[src/rtl/tcp_session_handler_dbg_pkg.sv]
// Shared debug-path types for the tcp_session_handler monitors.
// Holds the per-channel stall FSM encoding and the default block threshold.
package tcp_session_handler_dbg_pkg;

    typedef enum logic [1:0] {
        IDLE    = 2'd0,
        COUNT   = 2'd1,
        BLOCKED = 2'd2
    } stall_state_t;

    localparam int DEFAULT_STALL_THRESH = 1024;

endpackage

[src/rtl/tcp_session_handler_axis_stall_chan.sv]
// One AXIS channel's stall tracker: counts consecutive stall cycles and
// reports BLOCKED once the stall has persisted for STALL_THRESH cycles.
module tcp_session_handler_axis_stall_chan
    import tcp_session_handler_dbg_pkg::*;
#(
    parameter int STALL_THRESH = DEFAULT_STALL_THRESH,
    parameter int CNT_W        = 16
) (
    input  logic clock,
    input  logic reset,
    input  logic enable,
    input  logic cond,
    output logic blocked,
    output logic enter_blocked
);

    localparam logic [CNT_W-1:0] CNT_LAST = CNT_W'(STALL_THRESH - 1);

    stall_state_t     state_q, state_d;
    logic [CNT_W-1:0] cnt_q, cnt_d;

    always_ff @(posedge clock) begin
        if (reset) begin
            state_q <= IDLE;
            cnt_q   <= '0;
        end else begin
            state_q <= state_d;
            cnt_q   <= cnt_d;
        end
    end

    always_comb begin
        state_d = state_q;
        cnt_d   = cnt_q;
        if (!enable) begin
            state_d = IDLE;
            cnt_d   = '0;
        end else begin
            case (state_q)
                IDLE: begin
                    if (cond) begin
                        if (STALL_THRESH == 1) begin
                            state_d = BLOCKED;
                            cnt_d   = CNT_LAST;
                        end else begin
                            state_d = COUNT;
                            cnt_d   = CNT_W'(1);
                        end
                    end
                end
                COUNT: begin
                    if (!cond) begin
                        state_d = IDLE;
                        cnt_d   = '0;
                    end else if (cnt_q >= CNT_LAST) begin
                        // Counter parks at its last value so it can never wrap.
                        state_d = BLOCKED;
                        cnt_d   = CNT_LAST;
                    end else begin
                        cnt_d = cnt_q + 1'b1;
                    end
                end
                BLOCKED: begin
                    if (!cond) begin
                        state_d = IDLE;
                        cnt_d   = '0;
                    end
                end
                default: begin
                    state_d = IDLE;
                    cnt_d   = '0;
                end
            endcase
        end
    end

    assign blocked       = (state_q == BLOCKED);
    assign enter_blocked = (state_d == BLOCKED) && (state_q != BLOCKED);

endmodule

[src/rtl/tcp_session_handler_axis_stall_detector.sv]
// Per-channel AXIS stall detector feeding the session-handler deadlock monitor,
// with sticky stall flags and first-blocked-channel capture for debug.
module tcp_session_handler_axis_stall_detector
    import tcp_session_handler_dbg_pkg::*;
#(
    parameter int                NUM_CH       = 5,
    parameter logic [NUM_CH-1:0] IN_MASK      = 5'b00011,
    parameter int                STALL_THRESH = DEFAULT_STALL_THRESH,
    parameter int                CNT_W        = 16,
    parameter int                IDX_W        = 3
) (
    input  logic              clock,
    input  logic              reset,
    input  logic              enable,
    input  logic              inst_idle,
    input  logic [NUM_CH-1:0] axis_tvalid,
    input  logic [NUM_CH-1:0] axis_tready,
    input  logic              clear,
    output logic [NUM_CH-1:0] axis_block_sigs,
    output logic [NUM_CH-1:0] stall_sticky,
    output logic              first_stall_vld,
    output logic [IDX_W-1:0]  first_stall_ch
);

    logic [NUM_CH-1:0] cond;
    logic [NUM_CH-1:0] enter;

    logic [NUM_CH-1:0] sticky_q, sticky_d;
    logic              vld_q, vld_d;
    logic [IDX_W-1:0]  ch_q, ch_d;
    logic [IDX_W-1:0]  first_idx;
    logic              any_enter;

    // Input channels only count as stalled while the kernel is actually running.
    generate
        for (genvar gi = 0; gi < NUM_CH; gi++) begin : g_chan
            if (IN_MASK[gi]) begin : g_in
                assign cond[gi] = axis_tready[gi] & ~axis_tvalid[gi] & ~inst_idle;
            end else begin : g_out
                assign cond[gi] = axis_tvalid[gi] & ~axis_tready[gi];
            end

            tcp_session_handler_axis_stall_chan #(
                .STALL_THRESH (STALL_THRESH),
                .CNT_W        (CNT_W)
            ) u_chan (
                .clock         (clock),
                .reset         (reset),
                .enable        (enable),
                .cond          (cond[gi]),
                .blocked       (axis_block_sigs[gi]),
                .enter_blocked (enter[gi])
            );
        end
    endgenerate

    always_comb begin
        first_idx = '0;
        for (int i = NUM_CH - 1; i >= 0; i--) begin
            if (enter[i]) begin
                first_idx = IDX_W'(i);
            end
        end
    end

    assign any_enter = |enter;

    // A clear coinciding with a fresh BLOCKED entry keeps only that entry.
    always_comb begin
        sticky_d = clear ? enter : (sticky_q | enter);
        vld_d    = clear ? any_enter : (vld_q | any_enter);
        ch_d     = ch_q;
        if (any_enter && (clear || !vld_q)) begin
            ch_d = first_idx;
        end else if (clear) begin
            ch_d = '0;
        end
    end

    always_ff @(posedge clock) begin
        if (reset) begin
            sticky_q <= '0;
            vld_q    <= 1'b0;
            ch_q     <= '0;
        end else begin
            sticky_q <= sticky_d;
            vld_q    <= vld_d;
            ch_q     <= ch_d;
        end
    end

    assign stall_sticky    = sticky_q;
    assign first_stall_vld = vld_q;
    assign first_stall_ch  = ch_q;

endmodule

[config.mk]
export PLATFORM = sky130hd
export DESIGN_NAME = tcp_session_handler_axis_stall_detector
export DESIGN_NICKNAME = d
export VERILOG_FILES = /design/src/rtl/tcp_session_handler_dbg_pkg.sv /design/src/rtl/tcp_session_handler_axis_stall_chan.sv /design/src/rtl/tcp_session_handler_axis_stall_detector.sv
export SDC_FILE = /design/constraint.sdc
export NUM_CORES = 1
export LEC_CHECK = 0
export CORE_MARGIN = 1
export CORE_UTILIZATION = 53
export DETAILED_ROUTE_END_ITERATION = 16
export GPL_TIMING_DRIVEN = 0
export MAX_ROUTING_LAYER = met4
export PLACE_DENSITY_LB_ADDON = 0.15
export SLEW_MARGIN = 20
export SYNTH_ARGS = -nofsm -noshare
export SYNTH_HDL_FRONTEND = slang
export SYNTH_SLANG_ARGS = --single-unit
[constraint.sdc]
create_clock -name clock -period 3.8 [get_ports clock]
set_input_delay 0.38 -clock clock [delete_from_list [all_inputs] [get_ports clock]]
set_output_delay 0.38 -clock clock [all_outputs]
set_load 0.05 [all_outputs]
* Word-level counts from Yosys, hierarchy flattened
Cells that the tools add are included.
Storage, ports and cells: output and inout bits 14, logic and storage cells 154, bits in registers 99, bits in writable memories 0, bits in latches 0, bits of input ports 15, ROM bits 0, memories 0
Cells by class: shift operators 0, equality and inequality tests 30, div/mod/pow operators 0, $lt $le $gt $ge 5, mux-type cells 64, add/sub/neg operators 5, multipliers 0, bitwise logic cells 16, reductions and logical operators 21
Operators with widths (number):
- 16-bit two-way mux | 20
- 16-bit one-hot mux with 3 select lines | 5
- 16-bit by 1-bit adder with 16-bit output (second input constant) | 5
- 16-bit by 10-bit greater-or-equal comparator with 1-bit output (second input constant) | 5
- 2-bit two-way mux | 25
- 2-bit one-hot mux with 3 select lines | 5
- 3-bit two-way mux | 7
- 2-bit == test (second input constant) | 10
- 2-bit inequality test (second input constant) | 10
- 2-bit by 1-bit == test with 1-bit output (second input constant) | 5
- 2-bit zero test | 5
- 2-bit by 1-bit inequality test with 1-bit output (second input constant) | 5
- 2-bit AND reduction | 5
- 1-bit bitwise AND | 7
- 1-bit inverter | 7
- 1-bit logical AND | 6
- 5-bit two-way mux | 1
- 5-bit bitwise OR | 1
- 5-bit OR reduction | 1
- 2-bit nonzero test | 1
- 2-bit OR reduction | 1
- 1-bit zero test | 1
- 1-bit logical OR | 1
- 1-bit two-way mux | 1
- 1-bit bitwise OR | 1

* Depth between registers and ports, before layout
Gate-level depths: netlist (run 1).
depth in word-level cells 13, mapped depth 8, mapped depth without buffers 7

* By module
A second synthesis (run 1) with hierarchy kept.
Second synthesis, totals: cells, all modules 616, area, all modules 5156.2 µm²
By module, submodules not included:
- tcp_session_handler_axis_stall_chan at g_chan[0].u_chan ... | area an instance 939.7 µm², cells each 112, seq. area each 360.3 µm², times used 3
- tcp_session_handler_axis_stall_chan at g_chan[4].u_chan | area an instance 1001.0 µm², cells each 125, seq. area each 360.3 µm², times used 1
- tcp_session_handler_axis_stall_chan at g_chan[3].u_chan | area an instance 938.4 µm², cells each 110, seq. area each 360.3 µm², times used 1
- tcp_session_handler_axis_stall_detector | area an instance 397.9 µm², cells each 45, seq. area each 180.2 µm², times used 1

* Worst setup path after synthesis (run 1)
OpenSTA, ideal clock, no wires.
path type reg-to-reg, start point register g_chan[1].u_chan.cnt_q[0], end point register ch_q[1] (netlist: first_stall_ch[1]), required time 3.731 ns, arrival 1.768 ns, buffers on the path 0, path slack 1.963 ns, period minus slack after synthesis 1.837 ns, stages on the path, launching flop included 8, path through dfxtp_1 -> ha_1 -> nand3_1 -> nor3_1 -> a31o_2 -> a32oi_2 -> or3b_1 -> o21ai_1
On the way: cells in the longest elaborated chain, start to end 10, elaborated cells between the ends (all ways) 13
RTL lines:
- start, declared | line tcp_session_handler_axis_stall_chan.sv:20 | logic [CNT_W-1:0] cnt_q, cnt_d;
- start signal, assigned | line tcp_session_handler_axis_stall_chan.sv:28 | cnt_q <= cnt_d;
- 16-bit by 10-bit greater-or-equal comparator with 1-bit output * | line tcp_session_handler_axis_stall_chan.sv:55 | end else if (cnt_q >= CNT_LAST) begin
- 2-bit two-way mux * | line tcp_session_handler_axis_stall_chan.sv:55
- 2-bit two-way mux * | line tcp_session_handler_axis_stall_chan.sv:52 | if (!cond) begin
- 2-bit one-hot mux with 3 select lines * | line tcp_session_handler_axis_stall_chan.sv:39 | case (state_q)
- 2-bit two-way mux * | line tcp_session_handler_axis_stall_chan.sv:35 | if (!enable) begin
- 2-bit == test * | line tcp_session_handler_axis_stall_chan.sv:78 | assign enter_blocked = (state_d == BLOCKED) && (state_q != BLOCKED);
- 1-bit logical AND * | line tcp_session_handler_axis_stall_chan.sv:78
- 5-bit OR reduction / 3-bit two-way mux (equally long branches) | line tcp_session_handler_axis_stall_detector.sv:66, tcp_session_handler_axis_stall_detector.sv:60
- 1-bit logical AND / 3-bit two-way mux (equally long branches) | line tcp_session_handler_axis_stall_detector.sv:73, tcp_session_handler_axis_stall_detector.sv:60
- 3-bit two-way mux / 2-bit nonzero test (equally long branches)
- end signal, assigned | line tcp_session_handler_axis_stall_detector.sv:88 | ch_q <= ch_d;
- end, declared | line tcp_session_handler_axis_stall_detector.sv:30 | logic [IDX_W-1:0] ch_q, ch_d;
Mark *: on every way between the ends. The rest lies on a longest branch, timed or not. A chain may end at the register's enable or synchronous reset.

* Worst setup path in the final report (run 1)
start point register g_chan[0].u_chan.state_q[1], end point output port axis_block_sigs[0]
On the way: cells in the longest elaborated chain, start to end 1
RTL lines:
- start, declared | line tcp_session_handler_axis_stall_chan.sv:19 | stall_state_t state_q, state_d;
- start signal, assigned | line tcp_session_handler_axis_stall_chan.sv:27 | state_q <= state_d;
- 2-bit == test | line tcp_session_handler_axis_stall_chan.sv:77 | assign blocked = (state_q == BLOCKED);
- end, declared | line tcp_session_handler_axis_stall_detector.sv:19 | output logic [NUM_CH-1:0] axis_block_sigs,
No other way between the ends.

==> summary.txt, run 1 <==
Setup crit end kind - output port
Die Wd - 96.1 um
Post-synth net total - 625
DRT Pass-1 Iters - 5
Arrival @ worst endpoint - 2.08 ns
Mapped Cells - 605
Leak - 1.93 nW
DR top layer - met4
Tot Pwr - 1.75 mW
Peak supply drop - 0.221 mV
Hold Path Class - register to register
Final Hold Viols - 0
CP cell instances - clkbuf_1 > nor2b_1 > buf_4 > clkdlybuf4s50_1
Final non-filler cell total - 753
Area delta synth->final - 12.3%
Ant. Diodes - 0
WL met2 - 5150 um
Core area - 8380 um2
First-pass GRT wire length - 18,100 um
CP required - 3.42 ns
WL/cell - 14.4 um
Post-synthesis cell area - 4700 um2
Slew @ Worst Pin - 0.605 ns
Power per cell area - 331 nW/um2
Sequential area share after synthesis - 42.2%
Crit Path Class - register to output port
Final RePlAce weighted congestion - 0.876
Synth top area share - 42.2%
Total wire length - 10,900 um
# setup viols final - 0
Largest area contributor in the netlist - dfxtp_1
Final net count - 663
Final Slew Violations - 0
Clk_skew - 0.00941 ns
Die height - 96.1 um
DR vias/cell - 5.76
CP max-delay cell - clkdlybuf4s50_1
Syn_area_per_cell - 7.76 um2
Clock root buffer - clkbuf_8
Netlist cell types - 55
Clock buffer depth - 2
CP top delay family - buffers and inverters
Status - completed
Post-CTS Setup Bufs - 0
Type of origin of the critical path - register
Total I/O pin count - 29
M1 WL - 5210 um
Vias in the first global route - 4,079
Vias - 4,341
RSZ-0062 raised after global routing - false
Register bit total from synthesis - 99
Initial Utilization - 56.0%
Async SR Flop Fraction - 0%
Synth Warn # - 0
Met3 wire len - 348 um
Final ANT Viol Nets - 0
Die area - 9240 um2
Top_reg_cell synth - dfxtp_1
Drt initial violations - 177
I/O Buffers - 27
Clk pin slew, worst setup/hold paths - 0.09 ns
Final Cycle Share - 64.8%
PostCTS Resize Cnt - 0
Share of layout cells above drive strength 1 - 6.64%
Post-synth EDFFs - 0
Site Rows - 33
# placed instances - 737
Largest net degree at the start of global routing - 17
Post-route minimum period - 2.46 ns
Fmax - 406 MHz
GRT overflow - 0
Setup tns final - 0 ns
Top cells by area, synth - dfxtp_1 42%, o21ai_0 9.6%, nor2_1 6.9%
WP buf/inv - 3
CTS Buf Count - 9
Reported max-cap violation count - 0
Initial antenna violation count - 0
Worst-path fanout max - 8
HPWL Detailed - 7690 um
Worst hold slack - 0.431 ns
DR DRC count - 0
H-tree levels - 3
CTS tree - yes
Fin util - 62.9%
Gr usage total - 25.7%
Worst-skew pair later-pin latency - 0.36 ns
Worst slew margin - 59.3%
Clk sink count - 99
Critical Path Max Stage Delay - 0.79 ns
Hold Buf Count CTS - 0
[cell families after synthesis]
kind of cell | count (synthesis) | share of synthesized area [%]
AO/OA/AOI/OAI | 186 | 22.7
AND/OR/NAND/NOR | 256 | 28.0
adder cells (fa/ha/maj) | 5 | 1.33
flip-flops | 99 | 42.2
XOR/XNOR | 4 | 0.746
buffers and inverters | 55 | 5.01
[path summary, 6_finish.rpt]
kind	start	endpoint	slack [ns]	cells past startpoint
max	g_chan[0].u_chan.state_q[1]	axis_block_sigs[0]	1.34	4
min	g_chan[0].u_chan.cnt_q[10]	g_chan[0].u_chan.cnt_q[10]	0.43	2
max reg2reg	g_chan[1].u_chan.cnt_q[0]	first_stall_ch[0]	1.60	7
min reg2reg	g_chan[0].u_chan.cnt_q[10]	g_chan[0].u_chan.cnt_q[10]	0.43	2
[stage by stage]
stage / worst slack, ns / cell area, um2
after CTS: 1.32 / 5280
final: 1.34 / 5280
after detailed placement: 1.30 / 5100
after global placement: 1.30 / 5100
after floorplan: 1.96 / 4700
after global routing: 1.26 / 5280
[sequential cells by signal, indices dropped and copies added, names as in the netlist]
name	cells
first_stall_vld	1
g_chan.u_chan.state_q	10
g_chan.u_chan.cnt_q	80
first_stall_ch	3
stall_sticky	5
[worst min-delay path, stage by stage, from the launching register on]
cell	delay, ns
dfxtp_1	0.32
inv_1	0.05
nor2_1	0.03
[per-layer routing]
layer | track usage [%] | vias up
met1 | 30.9 | 2063
met2 | 43.0 | 68
met3 | 5.13 | 12
met5 | - | -
li1 | - | 2198
met4 | 8.21 | 0
[placed cells by master, fill, tap and decap left out, types with 10 or more instances in the layout]
master / synthesis / layout
clkbuf_8: 0 / 10
nor4_1: 10 / 10
nor3_1: 16 / 16
and3_1: 26 / 26
clkbuf_1: 20 / 20
o21ai_0: 90 / 90
a21oi_1: 58 / 58
nor2b_1: 23 / 23
nand2_1: 40 / 40
inv_1: 21 / 21
nand3_1: 14 / 14
dfxtp_1: 99 / 99
clkdlybuf4s50_1: 0 / 27
nor2_1: 86 / 86
[Yosys cell counts, types with 7 or more instances]
master / n
dfxtp_1: 99
o21ai_0: 90
nor2_1: 86
a21oi_1: 58
nand2_1: 40
and3_1: 26
nor2b_1: 23
inv_1: 21
clkbuf_1: 20
nor3_1: 16
nand3_1: 14
nor4_1: 10
a31oi_1: 7
nor3b_1: 7
[where the power goes]
part	leakage (nW)	switching (mW)	total (mW)	internal [mW]
combinational	1.04	0.0519	0.0796	0.0277
clock	0.0924	0.368	0.624	0.256
sequential	0.798	0.00369	1.04	1.04
total	1.93	0.423	1.75	1.32
[final cells by class]
type	instances	area, um2
multi-input combinational	451	2480
timing repair buffer	27	270
buffer	34	156
inverter	21	78.8
fill	764	3110
sequential	99	1980
clock buffer	10	138
tap	105	131
clock inverter	6	40.0
Power figures use the tool's default switching activity.
==> run 2: changes to the inputs <==
==> constraint.sdc (replaced) <==
create_clock -name clock -period 2.2 [get_ports clock]
set_input_delay 0.22 -clock clock [delete_from_list [all_inputs] [get_ports clock]]
set_output_delay 0.22 -clock clock [all_outputs]
set_load 0.05 [all_outputs]
==> run 2 against run 1 <==
Net effect:
- clock skew down 0.0013 ns
- die area unchanged
- clock power up 73%
- register-to-register slack worse by 1.5 ns
- combinational power up 75%
- wire length about the same
- first-iteration DRC count down 29%
- largest cell class unchanged
- highest routed layer unchanged
==> summary.txt, run 2 (synthesis gave the netlist of run 1 again) <==
Arrival @ worst endpoint - 1.91 ns (-0.17 ns)
Slew @ Worst Pin - 0.603 ns (-0.00231 ns)
Internal power - 2.29 mW (+73%)
Initial antenna violation count - 0 (unchanged)
Largest Register - g_chan.u_chan.cnt_q
WL/cell - 14.4 um (about the same)
WP depth - 3 (-1)
Final ANT Viol Nets - 0 (unchanged)
Register share of total power - 59.6% (about the same)
DR DRC count - 0 (unchanged)
Power per cell area - 571 nW/um2 (+72%)
Final RePlAce weighted congestion - 0.876 (unchanged)
Hold Path Class - primary input to register
Area taken by multi-input logic gates - 2490 um2 (+0.56%)
Switch share - 24.4% (+0.15 points)
Die height - 96.1 um (unchanged)
Worst-path fanout max - 5 (-3)
Final Hold Viols - 0 (unchanged)
Drt initial violations - 126 (-29%)
DRT Pass-1 Iters - 4 (-1)
CP Launch Point - g_chan[2].u_chan.state_q[1]
Die Wd - 96.1 um (unchanged)
Total I/O pin count - 29 (unchanged)
Critical R2R Launch - g_chan[2].u_chan.cnt_q[0]
Clk_skew - 0.00813 ns (-0.00128 ns)
Fillers - 762 (-0.26%)
Max FFs per register - 80 (unchanged)
Clk pin slew, worst setup/hold paths - 0.10 ns (about the same)
Ant. Diodes - 0 (unchanged)
Die area - 9240 um2 (unchanged)
Crit path to - axis_block_sigs[2]
Setup tns final - 0 ns (unchanged)
Type of origin of the critical path - register
Status - completed
Vias - 4,374 (+0.76%)
Clk sink count - 99 (unchanged)
Post-CTS Setup Bufs - 0 (unchanged)
Site Rows - 33 (unchanged)
GRT overflow - 0 (unchanged)
Start point of the worst hold path - axis_tvalid[4]
Share of layout cells above drive strength 1 - 7.56% (+0.93 points)
Critical Path Max Stage Delay - 0.80 ns (about the same)
Reg-to-reg endpoint - first_stall_ch[0]
CTS tree - yes
Reported max-cap violation count - 0 (unchanged)
Worst-skew pair later-pin latency - 0.36 ns (about the same)
Sw power - 737 uW (+74%)
CP top delay family - buffers and inverters
Leak - 1.97 nW (+1.8%)
RSZ-0062 raised after global routing - false
Commonest non-fill, non-tap cell in the layout - dfxtp_1
Post-route minimum period - 2.13 ns
Crit Path Class - register to output port
Commonest non-fill, non-tap cells in the layout - 99 x dfxtp_1, 89 x o21ai_0, 86 x nor2_1
Peak supply drop - 0.387 mV (+75%)
DR vias/cell - 5.81 (+0.76%)
HPWL Detailed - 7690 um (unchanged)
Worst hold slack - 0.428 ns (-0.00396 ns)
CP cell instances - nor2b_1 > buf_4 > clkdlybuf4s50_1
Clock buffer depth - 2 (unchanged)
CP max-delay cell - clkdlybuf4s50_1
WP buf/inv - 2 (-1)
CP required - 1.98 ns (-1.44 ns)
Register-to-Register Path Depth - 7 (unchanged)
Comb pwr share - 4.6% (about the same)
First-pass GRT wire length - 18,100 um (about the same)
# setup viols final - 0 (unchanged)
Setup crit end kind - output port
R2R Setup Slk - 0.14 ns (-1.46 ns)
Clock share of power - 35.8% (about the same)
Clock root buffer - clkbuf_8
Final net count - 663 (unchanged)
Gr usage total - 25.7% (about the same)
Final Cycle Share - 96.9%
Worst slew margin - 59.7% (+0.38 points)
Total wire length - 10,900 um (about the same)
Vias in the first global route - 4,079 (unchanged)
Core area - 8380 um2 (unchanged)
Final Slew Violations - 0 (unchanged)
H-tree levels - 3 (unchanged)
I/O Buffers - 27 (unchanged)
Fmax - 469 MHz
Largest net degree at the start of global routing - 17 (unchanged)
Initial Utilization - 56.0% (unchanged)
CTS Buf Count - 9 (unchanged)
Area delta synth->final - 12.7%
Sequential cell area - 1980 um2 (unchanged)
[run 2: area by class of cell]
class,count,area share (%)
plain buffers,34,3.03
inverters,21,1.49
flip-flops and latches,99,37.4
multi-input cells,451,47.1
clock inverters,6,0.756
well taps,105,2.48
repair buffers,27,5.13
clock buffers,10,2.60
[run 2: worst reg2reg max path, stage by stage (launching register included)]
cell       delay, ns
dfxtp_1         0.35
ha_1            0.23
nand3_1         0.22
nor2_1          0.12
a31oi_1         0.39
o2111ai_1       0.19
a221oi_1        0.34
o21bai_1        0.15
[run 2: per-layer routing]
metal	track usage (%)	vias up	part of all wire, %
met5	-	-	0
met4	8.21	0	1.5
met3	5.13	15	3.6
met2	43.0	87	47
met1	30.9	2068	47
li1	-	2204	-
[run 2: metrics by stage]
step / power [mW] / utilization [%] / setup slack, ns / area [um2] / cells
final: 3.02 / 63.2 / 0.0673 / 5290 / 753
after global routing: 3.12 / 63.2 / 0.00202 / 5290 / 753
after CTS: 3.04 / 62.9 / 0.0453 / 5270 / 753
after detailed placement: 1.98 / 60.8 / -0.138 / 5100 / 737
after global placement: 1.98 / 60.8 / -0.137 / 5100 / 737
after floorplan: 1.92 / - / 0.363 / 4700 / 605
[run 2: worst min-delay path by stage]
stage,to,slack (ns),depth (start not counted)
after global routing,g_chan[4].u_chan.state_q[1],0.43,3
final,g_chan[4].u_chan.state_q[1],0.43,3
after floorplan,g_chan[2].u_chan.state_q[1],0.30,1
after global placement,g_chan[2].u_chan.cnt_q[11],0.42,2
after detailed placement,g_chan[0].u_chan.cnt_q[10],0.42,2
after CTS,g_chan[4].u_chan.state_q[1],0.41,3
[run 2: timing repair]
| item | CTS | global route |
|---|---|---|
| endpoints found under the setup margin | 1 | 31 |
| gates resized for setup | 1 | 11 |
| hold buffers | 0 | 0 |
| endpoints found under the hold margin | 0 | 0 |
[run 2: power by group through the flow]
stage          sequential [mW]  combinational, mW  clock [mW]
6_report                  1.80              0.139        1.08
5_1_grt                   1.80              0.154        1.16
4_1_cts                   1.80              0.138        1.10
3_5_place_dp              1.84              0.138           0
3_3_place_gp              1.84              0.135           0
2_1_floorplan             1.84             0.0773           0
==> RTL edit 1 (settings of run 1) <==
Reset style: asynchronous (`reset`), changed in 2 clocked blocks.
--- a/src/rtl/tcp_session_handler_axis_stall_chan.sv
+++ b/src/rtl/tcp_session_handler_axis_stall_chan.sv
@@ -19,7 +19,7 @@
     stall_state_t     state_q, state_d;
     logic [CNT_W-1:0] cnt_q, cnt_d;
 
-    always_ff @(posedge clock) begin
+    always_ff @(posedge clock or posedge reset) begin
         if (reset) begin
             state_q <= IDLE;
             cnt_q   <= '0;
--- a/src/rtl/tcp_session_handler_axis_stall_detector.sv
+++ b/src/rtl/tcp_session_handler_axis_stall_detector.sv
@@ -77,7 +77,7 @@
         end
     end
 
-    always_ff @(posedge clock) begin
+    always_ff @(posedge clock or posedge reset) begin
         if (reset) begin
             sticky_q <= '0;
             vld_q    <= 1'b0;
Formal check against the unedited RTL: no difference found for any inputs over 10 cycles, from zero or initial values and one cycle with reset high; that may be too few to reach the edited logic, so the function may still have changed.
==> RTL edit 1 against run 1 <==
  * Area after synthesis rose by 9.8%
  * Routed wire length rose by 4.7%
  * Die area rose by 9.5%
  * Clock power rose by 19%
  * Cell area rose by 11%
  * Sequential cell count did not move
  * Total power rose by 9.9%
  * Worst setup slack improved by 65 ps
  * Critical endpoint is now axis_block_sigs[2]
  * Largest cell class is now sequential cells
  * Largest power group unchanged
==> RTL edit 1: results (changes against run 1) <==
The cell count after placement came out at 708 (was 737). The terminus of the critical flop-to-flop path is first_stall_vld (was first_stall_ch[0]). The kind of path behind the tightest hold check is in2async (was reg2reg). The number of global-route vias before repair is 4223 (was 4079). The fraction of layout cells with a size suffix above 1 came out at 0.0824 (was 0.0664).

The number of distinct library cells after synthesis was 62 (was 55). The count of nets after finishing is 610 (was 663). The sequential cell area fraction in the yosys report is 0.481 (was 0.422). The xor and xnor fraction of the mapped netlist area came to 0.00510 (was 0.00746). The maximum number of pins on one net before global-route repair came out at 81 (was 17).

The final wirelength came out at 11.4 mm (was 10.9 mm). The static power due to leakage is 2.64 nW (was 1.93 nW). Result of the run: complete, no violations (unchanged). The number of iterations in the first detailed-routing pass is 4 (was 5). The starting DRC count in detailed routing was 183 (was 177). The net count after synthesis came out at 571 (was 625). The top fanout value on the critical path is 7 (was 8). The compound-gate portion of the synthesized area came out at 0.228 (was 0.227).

The net switching power came out at 0.000452 W (was 0.000423 W). The met1 usage in global routing came to 0.344 (was 0.309). The cell area reported after detailed placement is 5620 um^2 (was 5100 um^2). The critical path launch point was g_chan[2].u_chan.state_q[1] (was g_chan[0].u_chan.state_q[1]).

The worst-case register-to-register setup slack is 1420 ps (was 1600 ps). The power density over the cells is 329 nW/um^2 (was 331 nW/um^2). The total met2 wirelength after detailed routing came out at 5.21 mm (was 5.15 mm).

The reg-to-reg startpoint is g_chan[1].u_chan.cnt_q[0] (unchanged). The worst hold slack after final layout came out at 308 ps (was 431 ps). The global-route met3 utilization is 0.0374 (was 0.0513). The total routing resource utilization after global routing came out at 0.251 (was 0.257). The length of routed met3 wiring came out at 474 um (was 348 um). The fraction of power consumed by combinational cells came out at 0.058 (was 0.046). The fraction of met2 tracks used by global routing came out at 0.392 (was 0.430).
-- RTL edit 1: cell count changes after synthesis, sizes merged, moves of 6 or more --
cell / run 1 / this run
dfrtp: 0 / 99
dfxtp: 99 / 0
nor2: 86 / 43
a21oi: 58 / 18
o21ai: 93 / 67
a22o: 0 / 24
nand2: 40 / 61
nor2b: 23 / 8
clkbuf: 22 / 13
inv: 21 / 29
nand3: 15 / 23
nor3: 17 / 10
o311ai: 0 / 7
and3: 26 / 20
-- RTL edit 1: final cells by class --
| type | instances | area [um^2] |
|---|---|---|
| Buffer | 22 | 105 |
| Clock buffer | 9 | 124 |
| Clock inverter | 7 | 92.6 |
| Fill cell | 825 | 3490 |
| Inverter | 29 | 114 |
| Multi-Input combinational cell | 401 | 2460 |
| Sequential cell | 99 | 2480 |
| Tap cell | 129 | 161 |
| Timing Repair Buffer | 28 | 298 |
==> RTL edit 2 (settings of run 1) <==
Made on the original files. `CNT_W` is set to 16 in 2 places; all go to 32.
--- a/src/rtl/tcp_session_handler_axis_stall_chan.sv
+++ b/src/rtl/tcp_session_handler_axis_stall_chan.sv
@@ -4,7 +4,7 @@
     import tcp_session_handler_dbg_pkg::*;
 #(
     parameter int STALL_THRESH = DEFAULT_STALL_THRESH,
-    parameter int CNT_W        = 16
+    parameter int CNT_W        = 32
 ) (
     input  logic clock,
     input  logic reset,
--- a/src/rtl/tcp_session_handler_axis_stall_detector.sv
+++ b/src/rtl/tcp_session_handler_axis_stall_detector.sv
@@ -6,7 +6,7 @@
     parameter int                NUM_CH       = 5,
     parameter logic [NUM_CH-1:0] IN_MASK      = 5'b00011,
     parameter int                STALL_THRESH = DEFAULT_STALL_THRESH,
-    parameter int                CNT_W        = 16,
+    parameter int                CNT_W        = 32,
     parameter int                IDX_W        = 3
 ) (
     input  logic              clock,
Function: same outputs for any inputs over 4 cycles, from zero or initial values and one cycle with reset high; that may be too few to reach the edited logic, so the function may still have changed.
==> RTL edit 2 against run 1 <==
  * Cell area grew 53%
  * Total power up 110%
  * Clock skew down 3.4 ps
  * Core utilization is 0.14 points higher
  * Combinational power increased by 39%
  * Die area increased by 49%
  * Sequential cell count grew 80
  * Worst setup slack lost 64 ps
  * Routed wire length is 47% higher
  * First-iteration DRC count grew to 3.1 times the old value
  * Area after synthesis up 50%
  * Critical endpoint is now g_chan[4].u_chan.cnt_q[31]
  * Largest cell class is now sequential cells
  * Largest power group unchanged
  * Highest routed layer unchanged
==> RTL edit 2: results (changes against run 1) <==
The clock input transition at the sequential cells of the worst setup and hold paths is 60 ps (was 90 ps). The xor and xnor fraction of the mapped netlist area was 0.00249 (was 0.00746). The number of global-route vias before repair came to 5612 (was 4079). Result of the run: complete, no violations (unchanged). The post-synthesis async set-or-reset flop share was 0 (unchanged). The routability congestion estimate is 0.879 (was 0.876).

The clock buffer count from CTS was 17 (was 9). The flip-flop count of the largest register, all copies and words added is 160 (was 80). The maximum ir drop on the vdd rail came out at 0.314 mV (was 0.221 mV).

The share of synthesized cell area in full adder, half adder and majority cells was 0.00889 (was 0.0133). The average routed wire per standard cell came out at 15.2 um (was 14.4 um). The worst setup slack after placement came out at 869 ps (was 1300 ps). The kind of path behind the tightest hold check was in2reg (was reg2reg).

The count of fill cells added during filler insertion came out at 1085 (was 764). The data arrival time of the worst path came out at 2890 ps (was 2080 ps). The number of vias in the routed layout is 5973 (was 4341). The number of H-tree levels is 4 (was 3). The total routing resource utilization after global routing is 0.255 (was 0.257). The static power due to leakage came out at 3.24 nW (was 1.93 nW). The starting DRC count in detailed routing came out at 543 (was 177).

The compound-gate portion of the synthesized area came out at 0.141 (was 0.227). The instance count of the mapped netlist is 814 (was 605). The net count after synthesis came out at 834 (was 625). The count of nets after finishing was 880 (was 663). The switching share of power came out at 0.216 (was 0.242). The HPWL after detailed placement is 11.1 mm (was 7.69 mm). The cell area reported after detailed placement came out at 7530 um^2 (was 5100 um^2). The maximum clock path buffer count was 2 (unchanged). Top cells by area in the synthesized netlist: sky130_fd_sc_hd__dfxtp_1 51%, sky130_fd_sc_hd__and3_1 7.3%, sky130_fd_sc_hd__o21ai_0 6.0%, sky130_fd_sc_hd__nor2_1 4.2%, sky130_fd_sc_hd__a21oi_1 4.1% (was sky130_fd_sc_hd__dfxtp_1 42%, sky130_fd_sc_hd__o21ai_0 9.6%, sky130_fd_sc_hd__nor2_1 6.9%, sky130_fd_sc_hd__a21oi_1 6.2%, sky130_fd_sc_hd__and3_1 3.5%). The slew at the pin closest to its max-slew limit came out at 762 ps (was 605 ps). The post-route non-filler standard cell count came to 1045 (was 753). The fraction of layout cells with a size suffix above 1 is 0.0607 (was 0.0664). List of most frequent post-synthesis cells: 179 x sky130_fd_sc_hd__dfxtp_1, 85 x sky130_fd_sc_hd__o21ai_0, 82 x sky130_fd_sc_hd__and3_1, 78 x sky130_fd_sc_hd__nor2_1, 59 x sky130_fd_sc_hd__nand2_1 (was 99 x sky130_fd_sc_hd__dfxtp_1, 90 x sky130_fd_sc_hd__o21ai_0, 86 x sky130_fd_sc_hd__nor2_1, 58 x sky130_fd_sc_hd__a21oi_1, 40 x sky130_fd_sc_hd__nand2_1). The post-layout instance area came to 8060 um^2 (was 5280 um^2). The number of distinct library cells after synthesis was 52 (was 55). The clock latency reported for the late side of the worst-skew pair was 420 ps (was 360 ps). The top fanout value on the critical path is 10 (was 8). The worst-case clock skew was 5.97 ps (was 9.41 ps). The master cell of the clock root buffer is sky130_fd_sc_hd__clkbuf_16 (was sky130_fd_sc_hd__clkbuf_8). The first-pass GRT wire length came out at 26.3 mm (was 18.1 mm).
## RTL edit 2: cell types whose count changed after synthesis, moves of 12 or more
cell / change
sky130_fd_sc_hd__and2_1: +34
sky130_fd_sc_hd__and3_1: +56
sky130_fd_sc_hd__clkbuf_1: +14
sky130_fd_sc_hd__dfxtp_1: +80
sky130_fd_sc_hd__nand2_1: +19
sky130_fd_sc_hd__nand3_1: +13
sky130_fd_sc_hd__nand4_1: +12
sky130_fd_sc_hd__nor3_1: +12
sky130_fd_sc_hd__nor4_1: +16
## RTL edit 2: area by class of cell
| cell class | instances | share of cell area |
|---|---|---|
| Clock inverter | 10 | 0.0107 |
| Timing Repair Buffer | 27 | 0.0335 |
| Tap cell | 172 | 0.0267 |
| Clock buffer | 22 | 0.0551 |
| Inverter | 10 | 0.00466 |
| Multi-Input combinational cell | 583 | 0.400 |
| Sequential cell | 179 | 0.445 |
| Buffer | 42 | 0.0242 |
## RTL edit 2: path summary, 6_finish.rpt
check                           cells after the start                       start  slack, ps                          to
worst max-delay path                                5                      enable       1270  g_chan[4].u_chan.cnt_q[31]
worst min-delay path                                2                       reset        160             stall_sticky[2]
worst max register to register                      7   g_chan[1].u_chan.cnt_q[0]       1640  g_chan[1].u_chan.cnt_q[27]
worst min register to register                      2  g_chan[2].u_chan.cnt_q[19]        430  g_chan[2].u_chan.cnt_q[19]
## RTL edit 2: cells by family (layout without fill, tap and decap cells)
family | count (synthesis) | after routing
adder cells (fa/ha/maj) | 5 | 5
XOR/XNOR | 2 | 2
AO/OA/AOI/OAI | 175 | 175
flip-flops | 179 | 179
AND/OR/NAND/NOR | 401 | 401
buffers and inverters | 52 | 111
## RTL edit 2: stage by stage
step	total power, W	hold slack, ps
after floorplan	0.00199	408
after global placement	0.00203	419
after detailed placement	0.00203	419
after CTS	0.00360	140
after global routing	0.00371	146
final	0.00358	156
## RTL edit 2: worst max-delay path: stages
cell	delay [ps]
sky130_fd_sc_hd__clkdlybuf4s50_1	710
sky130_fd_sc_hd__nor2b_1	340
sky130_fd_sc_hd__clkbuf_1	520
sky130_fd_sc_hd__clkbuf_1	650
sky130_fd_sc_hd__and3_1	280
## RTL edit 2: routing by layer
metal | track usage | share of wire
met1 | 0.310 | 0.46
met2 | 0.418 | 0.48
met3 | 0.0566 | 0.046
met4 | 0.0852 | 0.014
met5 | - | 0
## RTL edit 2: power by group through the flow
stage               clock (W)  combinational (W)  sequential, W
finish                0.00159           0.000111        0.00188
global route          0.00171           0.000122        0.00188
CTS                   0.00161           0.000110        0.00188
detailed placement          0           0.000109        0.00192
global placement            0           0.000106        0.00192
floorplan                   0          0.0000631        0.00192
